<file path="src/rtl/pong_pkg.sv">
// Shared types and constants for the pong game controller: state encoding
// (identical to the overlay text_sel code), refresh position and BCD helpers.
package pong_pkg;

   typedef enum logic [1:0] {
      ST_NEWGAME = 2'd0,
      ST_PLAY    = 2'd1,
      ST_NEWBALL = 2'd2,
      ST_OVER    = 2'd3
   } state_e;

   // One refresh tick per frame, just after the last visible line.
   localparam logic [9:0] REFR_Y = 10'd481;
   localparam logic [9:0] REFR_X = 10'd0;

   typedef logic [3:0] bcd_t;

   // Two-digit BCD increment that sticks at 99 instead of rolling over.
   function automatic logic [7:0] bcd_inc_sat(input bcd_t d1, input bcd_t d0);
      logic [7:0] r;
      r = {d1, d0};
      if (d1 == 4'd9 && d0 == 4'd9)
         r = {d1, d0};
      else if (d0 == 4'd9)
         r = {d1 + 4'd1, 4'd0};
      else
         r = {d1, d0 + 4'd1};
      return r;
   endfunction

endpackage

</file>
<file path="src/rtl/pong_game_ctrl_if.sv">
// Signal bundle between the game controller and the scan/graphics/overlay side.
interface pong_game_ctrl_if;
   import pong_pkg::*;

   logic [9:0] pix_x;
   logic [9:0] pix_y;
   logic [3:0] btn;
   logic       hit;
   logic       miss;
   logic       gra_still;
   bcd_t       score_d1;
   bcd_t       score_d0;
   logic [1:0] balls_left;
   logic [1:0] text_sel;

   modport master (
      input  pix_x, pix_y, btn, hit, miss,
      output gra_still, score_d1, score_d0, balls_left, text_sel
   );

   modport slave (
      output pix_x, pix_y, btn, hit, miss,
      input  gra_still, score_d1, score_d0, balls_left, text_sel
   );

endinterface

</file>
<file path="src/rtl/pong_timer.sv">
// Frame-based delay: load to WAIT_FRAMES, count down once per refresh tick,
// park at zero. done is a decode of the count register.
module pong_timer #(
   parameter int WAIT_FRAMES = 120
) (
   input  logic clk,
   input  logic reset,
   input  logic load,
   input  logic tick,
   output logic done
);

   localparam int CW = $clog2(WAIT_FRAMES + 1);

   logic [CW-1:0] count_q, count_d;

   always_comb begin
      count_d = count_q;
      if (load)
         count_d = CW'(WAIT_FRAMES);
      else if (tick && count_q != '0)
         count_d = count_q - CW'(1);
   end

   always_ff @(posedge clk or posedge reset) begin
      if (reset) count_q <= '0;
      else       count_q <= count_d;
   end

   assign done = (count_q == '0);

endmodule

</file>
<file path="src/rtl/pong_game_ctrl.sv">
// Game-level sequencer for pong: new game / play / serve / game over, with
// hit edge detection, saturating BCD score and remaining-ball count.
module pong_game_ctrl
   import pong_pkg::*;
#(
   parameter int BALLS       = 3,
   parameter int WAIT_FRAMES = 120
) (
   input  logic             clk,
   input  logic             reset,
   pong_game_ctrl_if.master io
);

   localparam logic [1:0] BALLS_INIT = 2'(BALLS);

   state_e     state_q, state_d;
   bcd_t       d1_q, d1_d;
   bcd_t       d0_q, d0_d;
   logic [1:0] balls_q, balls_d;
   logic       hit_d_q;

   logic       refr_tick;
   logic       hit_edge;
   logic       btn_any;
   logic       timer_load;
   logic       timer_done;

   assign refr_tick = (io.pix_y == REFR_Y) && (io.pix_x == REFR_X);
   // hit is a whole-frame level; only its rising edge scores.
   assign hit_edge  = io.hit & ~hit_d_q;
   assign btn_any   = |io.btn;

   pong_timer #(.WAIT_FRAMES(WAIT_FRAMES)) u_timer (
      .clk   (clk),
      .reset (reset),
      .load  (timer_load),
      .tick  (refr_tick),
      .done  (timer_done)
   );

   always_comb begin
      state_d    = state_q;
      d1_d       = d1_q;
      d0_d       = d0_q;
      balls_d    = balls_q;
      timer_load = 1'b0;
      case (state_q)
         ST_NEWGAME: begin
            if (btn_any) begin
               d1_d    = 4'd0;
               d0_d    = 4'd0;
               balls_d = BALLS_INIT;
               state_d = ST_PLAY;
            end
         end
         ST_PLAY: begin
            // A miss takes priority; a coincident hit edge is dropped.
            if (io.miss) begin
               timer_load = 1'b1;
               if (balls_q == 2'd1) begin
                  balls_d = 2'd0;
                  state_d = ST_OVER;
               end else begin
                  balls_d = balls_q - 2'd1;
                  state_d = ST_NEWBALL;
               end
            end else if (hit_edge) begin
               {d1_d, d0_d} = bcd_inc_sat(d1_q, d0_q);
            end
         end
         ST_NEWBALL: begin
            if (timer_done && btn_any)
               state_d = ST_PLAY;
         end
         ST_OVER: begin
            if (timer_done)
               state_d = ST_NEWGAME;
         end
         default: state_d = ST_NEWGAME;
      endcase
   end

   always_ff @(posedge clk or posedge reset) begin
      if (reset) begin
         state_q <= ST_NEWGAME;
         d1_q    <= 4'd0;
         d0_q    <= 4'd0;
         balls_q <= BALLS_INIT;
         hit_d_q <= 1'b0;
      end else begin
         state_q <= state_d;
         d1_q    <= d1_d;
         d0_q    <= d0_d;
         balls_q <= balls_d;
         hit_d_q <= io.hit;
      end
   end

   assign io.gra_still  = (state_q != ST_PLAY);
   assign io.text_sel   = state_q;
   assign io.score_d1   = d1_q;
   assign io.score_d0   = d0_q;
   assign io.balls_left = balls_q;

endmodule

</file>
<file path="src/flat_wrapper.sv">
// flat-port wrapper written by rule: the top's interface ports become plain ports
module pong_game_ctrl_flat import pong_pkg::*;
#(
   parameter int BALLS       = 3,
   parameter int WAIT_FRAMES = 120
)
  (clk, reset, io_pix_x, io_pix_y, io_btn, io_hit, io_miss, io_gra_still, io_score_d1, io_score_d0, io_balls_left, io_text_sel);
  pong_game_ctrl_if io_i ();
  input  logic clk;
  input  logic reset;
  input wire logic [$bits(io_i.pix_x)-1:0] io_pix_x;
  input wire logic [$bits(io_i.pix_y)-1:0] io_pix_y;
  input wire logic [$bits(io_i.btn)-1:0] io_btn;
  input wire logic [$bits(io_i.hit)-1:0] io_hit;
  input wire logic [$bits(io_i.miss)-1:0] io_miss;
  output wire logic [$bits(io_i.gra_still)-1:0] io_gra_still;
  output wire logic [$bits(io_i.score_d1)-1:0] io_score_d1;
  output wire logic [$bits(io_i.score_d0)-1:0] io_score_d0;
  output wire logic [$bits(io_i.balls_left)-1:0] io_balls_left;
  output wire logic [$bits(io_i.text_sel)-1:0] io_text_sel;
  assign io_i.pix_x = io_pix_x;
  assign io_i.pix_y = io_pix_y;
  assign io_i.btn = io_btn;
  assign io_i.hit = io_hit;
  assign io_i.miss = io_miss;
  assign io_gra_still = io_i.gra_still;
  assign io_score_d1 = io_i.score_d1;
  assign io_score_d0 = io_i.score_d0;
  assign io_balls_left = io_i.balls_left;
  assign io_text_sel = io_i.text_sel;
  pong_game_ctrl #(.BALLS(BALLS), .WAIT_FRAMES(WAIT_FRAMES)) u_core (.clk(clk), .reset(reset), .io(io_i));
endmodule
</file>
<file path="config.mk">
export PLATFORM = sky130hd
export DESIGN_NAME = pong_game_ctrl_flat
export DESIGN_NICKNAME = d
export VERILOG_FILES = /design/src/rtl/pong_pkg.sv /design/src/rtl/pong_game_ctrl_if.sv /design/src/rtl/pong_timer.sv /design/src/rtl/pong_game_ctrl.sv /design/src/flat_wrapper.sv
export SDC_FILE = /design/constraint.sdc
export NUM_CORES = 1
export LEC_CHECK = 0
export CORE_MARGIN = 5
export CORE_UTILIZATION = 49
export CTS_CLUSTER_DIAMETER = 120
export CTS_CLUSTER_SIZE = 20
export DETAILED_ROUTE_END_ITERATION = 12
export PLACE_DENSITY = 0.84
export SETUP_SLACK_MARGIN = 0.1
export SYNTH_ARGS = -nofsm -noshare
export SYNTH_HDL_FRONTEND = slang
export SYNTH_SLANG_ARGS = --single-unit
</file>
<file path="constraint.sdc">
create_clock -name clk -period 2.9 [get_ports clk]
set_input_delay 0.435 -clock clk [delete_from_list [all_inputs] [get_ports clk]]
set_output_delay 0.435 -clock clk [all_outputs]
set_load 0.03 [all_outputs]
</file>
==> impl_metrics.tcl <==
set metrics [dict create \
    core_area_mm2 0.00250 \
    cp-start-kind "flop" \
    swShare_pct 38.4 \
    arrival_ps 1840 \
    h-tree-depth 1 \
    chipHeight_um 61.1 \
    outcome "finished, final reports clean" \
    post_cts.repair.setup_buffers 0 \
    cts.path.max_buffers 2 \
    final_antenna_net_count 0 \
    layout_common_cells "40 x clkdlybuf4s50_1, 18 x dfrtp_1, 11 x nor2_1, 11 x inv_1, 7 x ha_1" \
    ys_async_sr_fraction_pct 100 \
    gp_congestion 0.832 \
    fin_area_mm2 0.00176 \
    rsz0062_at_grt "false" \
    ys_warn_count 0 \
    pwr-share-clk_pct 19.2 \
    vias_per_cell 5.90 \
    setup_viol 0 \
    cts_tree "built" \
    worstSetupPathType "flop to primary output" \
    dpl.cell_count 199 \
    fin_nets 209 \
    whs_ps 502 \
    power.net_switching_uw 453 \
    n_antenna_cell 0 \
    slowest_stage "clkdlybuf4s50_1" \
    worstPathCellList "nor2b_2 > inv_1 > clkdlybuf4s50_1" \
    grt_pass1_wl_mm 5.00 \
    hold_path_class "flop to flop" \
    die_area_mm2 0.00374 \
    stdcell_count 203 \
    routedWlPerCell_um 15.7 \
    dr.pass1.iters 5 \
    vdd_drop_max_uv 552 \
    vias 1198 \
    grt_overflow_total 0 \
    dp_hpwl_mm 2.55 \
    grt_usage_pct 17.9 \
    grt_pass1_vias 1142 \
    synth_nets 167 \
    antenna_found_initial 0 \
    synth-seq-cells 20 \
    period_needed_ps 2280 \
    utilization_pct 70.3 \
    drive_gt1_share_pct 10.4 \
    tightest_slew_ps 751 \
    fmax_mhz 439 \
    root_buffer "clkbuf_4" \
    path_max_fanout 7 \
    synth_edf_count 0 \
    ioPinCount 41 \
    final.setup.tns_ps 0 \
    setup_ws_ps 622 \
    pwr-share-comb_pct 44.1 \
    fp.dieW_um 61.1 \
    initial_core_util_pct 51.3 \
    ys_types 42 \
    p_total_mw 1.18 \
    synthCells 132 \
    row_count 18 \
    maxCapViolCount 0 \
    drcViolationCount 0 \
    powerDensity_mw_per_mm2 671 \
    cts_buffers 3 \
    grt_max_degree 21 \
    crit_required_ps 2470 \
    relSlewSlack_pct 49.9 \
    area_growth_pct 37.2 \
    cts_hold_buf 0 \
    hold_violations 0 \
    fin_skew_ps 6.19 \
    place_area_mm2 0.00171 \
    max_stage_delay_ps 710 \
    dp_slack_ps 558 \
    internal-power_uw 726 \
    netlist_area_mm2 0.00128 \
    drtIter0Drc 61 \
    cts_resized 0 \
    critPathCaptureType "primary output" \
    io_buffers 40 \
    finalMaxSlewViolations 0 \
    fin_crit_sh_pct 78.6 \
    seq_area_frac_synth_pct 39.3 \
    clock-sinks 20 \
    wl_mm 3.19 \
    power_frac_seq_pct 36.7 \
    avgSynthCellArea_um2 9.71 \
    final_common_cell "clkdlybuf4s50_1" \
    p_leak_nw 0.681 \
    clk-insertion-delay-late_ps 300 \
    clkTransAtPathRegs_ps 120 \
    synth_ff_type "dfrtp_1" \
]
==> state kept, by name, summed over array words and instances (netlist names) <==
signal                  cells
u_core.io.balls_left        2
u_core.io.text_sel          2
u_core.u_timer.count_q      7
u_core.hit_d_q              1
u_core.io.score_d1          4
u_core.io.score_d0          4
==> synth_stat cells, types with 2 or more instances <==
cell	n	area share [%]
nand3_1	5	2.0
inv_1	11	3.2
mux2_2	4	3.5
buf_2	2	0.78
nor3_1	5	2.0
ha_1	7	6.8
nor4bb_1	2	1.6
nand2_1	5	1.5
nor4_2	2	2.0
nand3b_1	2	1.2
or3_1	4	2.0
a21o_1	2	1.2
o21ai_0	4	1.6
a211oi_1	2	1.2
and2_1	4	2.0
dfstp_2	2	4.1
nor2_1	11	3.2
nor4_1	2	0.98
nand2b_1	3	1.5
dfrtp_1	18	35
mux2i_1	3	2.3
or4_1	2	1.2
o41ai_1	5	3.4
a21oi_1	4	1.6
or3_2	2	1.2
o31ai_1	3	1.8
==> power by group through the flow <==
stage / combinational (mW) / sequential (mW) / clock, mW
final: 0.520 / 0.433 / 0.227
after global routing: 0.562 / 0.445 / 0.244
after floorplan: 0.237 / 0.515 / 0
after detailed placement: 0.517 / 0.434 / 0
after global placement: 0.502 / 0.429 / 0
after CTS: 0.520 / 0.430 / 0.232
==> cell families (layout without fill, tap and decap cells) <==
family / Yosys count / count (layout) / synth area share (%)
simple gates: 59 / 59 / 28.7
compound gates: 24 / 24 / 14.4
flops: 20 / 20 / 39.3
buf+inv: 14 / 55 / 4.30
fa+ha+maj: 7 / 7 / 6.84
mux: 7 / 7 / 5.86
xor+xnor: 1 / 1 / 0.684
==> worst max-delay path, delay by kind of cell, from the launching register on <==
family                 cells  cell delay, ps
and+or+nand+nor            1             210
buffers and inverters      2             900
DFF                        1             430
==> final timing paths <==
check,slack [ps],depth (start not counted),end,start
max in group asynchronous,1870,2,u_core.u_timer.count_q[2]$_DFFE_PP0P_,reset
worst min-delay path,500,1,u_core.io.balls_left[1]$_DFFE_PP1P_,u_core.io.text_sel[0]$_DFFE_PP0P_
worst max-delay path,620,3,io_gra_still,u_core.io.text_sel[0]$_DFFE_PP0P_
min in group asynchronous,550,2,u_core.io.score_d0[1]$_DFFE_PP0P_,reset
worst min register to register,500,1,u_core.io.balls_left[1]$_DFFE_PP1P_,u_core.io.text_sel[0]$_DFFE_PP0P_
worst max register to register,1000,4,u_core.io.text_sel[0]$_DFFE_PP0P_,u_core.u_timer.count_q[2]$_DFFE_PP0P_
==> per-layer routing <==
layer | GRT usage [%] | vias to the layer above | routed length, um
met2 | 32.2 | 52 | 1630
met3 | 3.98 | 4 | 283
li1 | - | 571 | -
met5 | 0 | - | 0
met4 | 3.72 | 0 | 25
met1 | 21.9 | 571 | 1240
==> area by class of cell <==
cell class | instances | area [um^2]
Clock buffer | 3 | 22.5
Clock inverter | 1 | 30.0
Fill cell | 187 | 742
Inverter | 11 | 41.3
Multi-Input combinational cell | 98 | 723
Sequential cell | 20 | 503
Tap cell | 30 | 37.5
Timing Repair Buffer | 40 | 400
Power figures use the tool's default switching activity.
